--- src/rtl/audio_out_gain.sv ---
// Final audio output stage: ramped master gain/mute on the stereo stream,
// with round-half-up scaling, saturation and held per-channel clip flags.
module audio_out_gain #(
  parameter int IW       = 16,
  parameter int GW       = 8,
  parameter int STEP_DIV = 1008,
  parameter int HOLD_CYC = 4096
) (
  input  logic          clk,
  input  logic          reset_n,
  input  logic [IW-1:0] snd_l_in,
  input  logic [IW-1:0] snd_r_in,
  input  logic [GW-1:0] gain_in,
  input  logic          mute,
  output logic [IW-1:0] snd_l_out,
  output logic [IW-1:0] snd_r_out,
  output logic [GW-1:0] gain_cur,
  output logic          ramping,
  output logic          clip_l,
  output logic          clip_r
);

  localparam int PW = IW + GW + 1;
  localparam int CW = (STEP_DIV > 1) ? $clog2(STEP_DIV) : 1;
  localparam int HW = $clog2(HOLD_CYC + 1);

  localparam logic [CW-1:0] CNT_LAST = CW'(STEP_DIV - 1);
  localparam logic [HW-1:0] HOLD_LD  = HW'(HOLD_CYC);
  localparam logic signed [PW:0] RND  = {{(PW-GW+2){1'b0}}, 1'b1, {(GW-2){1'b0}}};
  localparam logic signed [PW:0] MAXV = {{(PW-IW+1){1'b0}}, 1'b0, {(IW-1){1'b1}}};
  localparam logic signed [PW:0] MINV = {{(PW-IW+1){1'b1}}, 1'b1, {(IW-1){1'b0}}};

  typedef enum logic [1:0] {IDLE, RAMP_UP, RAMP_DOWN, MUTED} state_t;

  state_t        state, state_nxt;
  logic [CW-1:0] step_cnt;
  logic          tick;
  logic [GW-1:0] target;
  logic [GW-1:0] gain_nxt;

  logic signed [IW-1:0] l_p0, r_p0;
  logic signed [PW-1:0] l_p1, r_p1;
  logic signed [PW:0]   l_rnd, r_rnd;
  logic [HW-1:0]        hold_l, hold_r;

  function automatic logic signed [PW:0] round_shift(input logic signed [PW-1:0] p);
    logic signed [PW:0] s;
    s = {p[PW-1], p} + RND;
    return s >>> (GW - 1);
  endfunction

  function automatic logic signed [IW-1:0] saturate(input logic signed [PW:0] v);
    if (v > MAXV)      return MAXV[IW-1:0];
    else if (v < MINV) return MINV[IW-1:0];
    else               return v[IW-1:0];
  endfunction

  function automatic logic overflows(input logic signed [PW:0] v);
    return (v > MAXV) || (v < MINV);
  endfunction

  assign tick    = (step_cnt == CNT_LAST);
  assign ramping = (gain_cur != target);
  assign clip_l  = (hold_l != '0);
  assign clip_r  = (hold_r != '0);

  always_ff @(posedge clk or negedge reset_n) begin
    if (!reset_n) begin
      step_cnt <= '0;
      target   <= '0;
      gain_cur <= '0;
      state    <= IDLE;
    end else begin
      step_cnt <= tick ? '0 : step_cnt + 1'b1;
      target   <= mute ? '0 : gain_in;
      gain_cur <= gain_nxt;
      state    <= state_nxt;
    end
  end

  // Direction is recomputed on every tick from any state, so a retarget
  // mid-ramp reverses immediately and the gain never overshoots or wraps.
  always_comb begin
    state_nxt = state;
    gain_nxt  = gain_cur;
    if (tick) begin
      if (gain_cur < target) begin
        gain_nxt  = gain_cur + 1'b1;
        state_nxt = (gain_nxt == target) ? IDLE : RAMP_UP;
      end else if (gain_cur > target) begin
        gain_nxt  = gain_cur - 1'b1;
        if (gain_nxt == target) state_nxt = mute ? MUTED : IDLE;
        else                    state_nxt = RAMP_DOWN;
      end else begin
        state_nxt = (mute && gain_cur == '0) ? MUTED : IDLE;
      end
    end
  end

  // Stage 1: input registers
  always_ff @(posedge clk or negedge reset_n) begin
    if (!reset_n) begin
      l_p0 <= '0;
      r_p0 <= '0;
    end else begin
      l_p0 <= snd_l_in;
      r_p0 <= snd_r_in;
    end
  end

  // Stage 2: multiply by the gain currently applied
  always_ff @(posedge clk or negedge reset_n) begin
    if (!reset_n) begin
      l_p1 <= '0;
      r_p1 <= '0;
    end else begin
      l_p1 <= PW'(l_p0) * PW'($signed({1'b0, gain_cur}));
      r_p1 <= PW'(r_p0) * PW'($signed({1'b0, gain_cur}));
    end
  end

  always_comb begin
    l_rnd = round_shift(l_p1);
    r_rnd = round_shift(r_p1);
  end

  // Stage 3: round, saturate, register output; clip hold retriggers on each event
  always_ff @(posedge clk or negedge reset_n) begin
    if (!reset_n) begin
      snd_l_out <= '0;
      snd_r_out <= '0;
      hold_l    <= '0;
      hold_r    <= '0;
    end else begin
      snd_l_out <= saturate(l_rnd);
      snd_r_out <= saturate(r_rnd);
      if (overflows(l_rnd))   hold_l <= HOLD_LD;
      else if (hold_l != '0)  hold_l <= hold_l - 1'b1;
      if (overflows(r_rnd))   hold_r <= HOLD_LD;
      else if (hold_r != '0)  hold_r <= hold_r - 1'b1;
    end
  end

endmodule

--- config.mk ---
export PLATFORM = sky130hd
export DESIGN_NAME = audio_out_gain
export DESIGN_NICKNAME = d
export VERILOG_FILES = /design/src/rtl/audio_out_gain.sv
export SDC_FILE = /design/constraint.sdc
export NUM_CORES = 1
export LEC_CHECK = 0
export ABC_AREA = 1
export CORE_MARGIN = 10
export CORE_UTILIZATION = 40
export DETAILED_ROUTE_END_ITERATION = 7
export PLACE_DENSITY_LB_ADDON = 0.25
export SKIP_LAST_GASP = 1
export SYNTH_ARGS = -nofsm -noshare
export SYNTH_HDL_FRONTEND = slang
export SYNTH_SLANG_ARGS = --single-unit
export TNS_END_PERCENT = 5
--- constraint.sdc ---
create_clock -name clk -period 8.2 [get_ports clk]
set_input_delay 2.05 -clock clk [delete_from_list [all_inputs] [get_ports clk]]
set_output_delay 2.05 -clock clk [all_outputs]
set_load 0.01 [all_outputs]
==> metrics.txt <==
status finished clean; Mapped Cells 2086; initial antenna violation count 0; Worst Path Buf+Inv 4; Final GP Congestion 0.845; sw frac 0.255; most frequent CP cell fa_1; Tmin final 4.95 ns; commonest non-fill, non-tap cells in the layout 538 x inv_1, 510 x nand2_1, 203 x fa_1, 154 x dfrtp_1, 135 x nor2_1; DR pass1 iterations 5; sequential area share after synthesis 0.232; startpoint types flop; DRT antenna net count 0; Psw 0.409 mW; WS Path Type reg2reg; Slew Limit Fails 0; Post-Syn Area 0.0166 mm^2; wire per inst 13.7 um; Crit path required time 8.57 ns; Post-CTS Setup Bufs 0; critical path depth in cells 15; Post-synth ARST share 1.00; cts hold-fix bufs 0; grt ovf 0; CTS sink count 154; placed insts 2647; total negative setup slack 0 ns; WL final 36.7 mm; Vias 12546; delay-heaviest family, CP adder cells; Hold Path Stages 1; worst-path fanout max 30; clock latency on the worst-skew pair 0.49 ns; leakage 10.6 nW; Layout area overhead 11.0%; EDFF count, synth 0; syn nets 2443; Comb pwr share 0.031; commonest non-fill, non-tap cell in the layout inv_1; Critical Path AT 5.32 ns; Critical Path, Cell by Cell buf_4 > nand2_1 > inv_1 > fa_1 > fa_1 > inv_1 > fa_1 > fa_1 > inv_1 > ha_1 > nand2_1 > nor4_1 > nand3_1 > nand4_1 > nand2_1; Worst path slowest cell fa_1; # resized after CTS 0; area used by multi-input combinational logic 0.0104 mm^2; Via density 4.68; Rel. slew slack 0.401; final hold violation count 0; largest net degree at the start of global routing 85; CP max stage delay 0.69 ns; RSZ-0062 raised after global routing false; DRT iter0 DRCs 694; Reg power frac 0.495; Seq. cell area 0.00385 mm^2; ANT cells 0; clock power share 0.474; DRC 0; Core Area 0.0409 mm^2; FF+latch count, synth 154; HP Class reg2reg; die height 224 um; CTS tree yes; Boundary Pins 86; row cnt 74; total number of yosys warnings 0; first-pass GRT wire length 64.1 mm; Worst-Margin Slew 0.899 ns; Die Wd 224 um; GRT Overall Usage 0.157; # nets final 2491; Post-Layout Cell Count 2679; share of layout cells above drive strength 1 0.0405; Root Driver clkbuf_16; Tcrit/Tclk final 0.603; Max Cap Violations 0; peak supply drop 0.0831 mV; internal power 1.19 mW; CTS buffer count 17; final clock skew 0.0112 ns; vias in the first global route 12968; CTS max path bufs 2; DIE AREA 0.0500 mm^2; hpwl dp 29.1 mm; number of fill cells 4153; Cell Pwr Density 87.0 mW/mm^2; Avg Synthesized Cell Area 7.95 um^2; main flop type after synthesis dfrtp_1; cells on worst reg2reg path 15; Clock transition at path regs 0.06 ns; # setup viols final 0; PortBufs 85; starting density of the core 0.405; Worst Setup End Kind flop; f_max 202 MHz; H-tree lvl count 4; synth unique cells 48
-- path summary, 6_finish.rpt --
path / from / endpoint / slack, ns
max reg2reg: gain_cur[0]$_DFFE_PN0P_ / r_p1[23]$_DFF_PN0_ / 3.25
max in group asynchronous: reset_n / l_p1[7]$_DFF_PN0_ / 5.22
min reg2reg: step_cnt[2]$_DFF_PN0_ / step_cnt[2]$_DFF_PN0_ / 0.49
min in group asynchronous: reset_n / gain_cur[3]$_DFFE_PN0P_ / 1.61
max: gain_cur[0]$_DFFE_PN0P_ / r_p1[23]$_DFF_PN0_ / 3.25
min: step_cnt[2]$_DFF_PN0_ / step_cnt[2]$_DFF_PN0_ / 0.49
-- cell type report --
type                            instances  share of cell area
Clock inverter                         13             0.00605
Tap cell                              532              0.0362
Sequential cell                       154               0.209
Multi-Input combinational cell       1325               0.564
Timing Repair Buffer                   94              0.0500
Inverter                              542               0.111
Clock buffer                           19              0.0241
-- per-layer routing --
metal  share of wire  vias to the layer above  GRT usage  wire length [um]
li1                -                     6189          -                 -
met1            0.48                     6119      0.212             17600
met2            0.46                      213      0.250             17000
met3           0.049                       25     0.0344              1790
met4           0.011                        0     0.0412               405
met5               0                        -          0                 0
-- synth_stat cells (all sizes together), types with 20 or more instances --
master	number	area, um^2
nand2	520	2000
inv	542	2030
nand3	60	318
clkbuf	57	241
ha	111	1390
xor2	62	551
o21ai	41	216
nor3	20	100
nor2	154	701
xnor2	33	289
dfrtp	154	3850
a21oi	52	260
fa	203	4060
nand4	21	131
-- sequential cells by signal, indices dropped and copies added (netlist names) --
signal and flops:
gain_cur 8, hold_r 13, l_p0 16, snd_l_out 16, snd_r_out 16, l_p1 19, target 8, r_p1 19
hold_l 13, r_p0 16, step_cnt 10
-- power groups by stage --
stage / registers [mW] / logic [mW] / clock network (mW)
after floorplan: 0.787 / 0.0265 / 0
after global placement: 0.807 / 0.0509 / 0
after detailed placement: 0.807 / 0.0516 / 0
after CTS: 0.793 / 0.0521 / 0.798
after global routing: 0.795 / 0.0572 / 0.824
final: 0.793 / 0.0498 / 0.759
-- worst register-to-register path, delay by kind of cell (launching register included) --
family / cells / cell delay, ns
adders and majority gates: 5 / 2.68
and+or+nand+nor: 6 / 1.05
buffers and inverters: 4 / 0.68
DFF: 1 / 0.43
-- metrics by stage --
step                setup slack, ns  total power, mW  utilization  area (um^2)  hold slack [ns]
floorplan                      3.68            0.813            -        16600            0.462
global placement               3.27            0.858        0.436        17900            0.477
detailed placement             3.24            0.859        0.436        17900            0.484
CTS                            3.22             1.64        0.450        18400            0.493
global route                   2.86             1.68        0.450        18400            0.505
finish                         3.25             1.60        0.450        18400            0.495
-- cells by family (layout without fill, tap and decap cells) --
group	count (synthesis)	after routing	share of synthesized area
and+or+nand+nor	792	792	0.204
buffers and inverters	607	668	0.142
adders and majority gates	314	314	0.329
DFF	154	154	0.232
AOI/OAI and AO/OA	124	124	0.0428
xor gates and xnor gates	95	95	0.0506
Note: power is estimated with default switching activity, not from simulation.
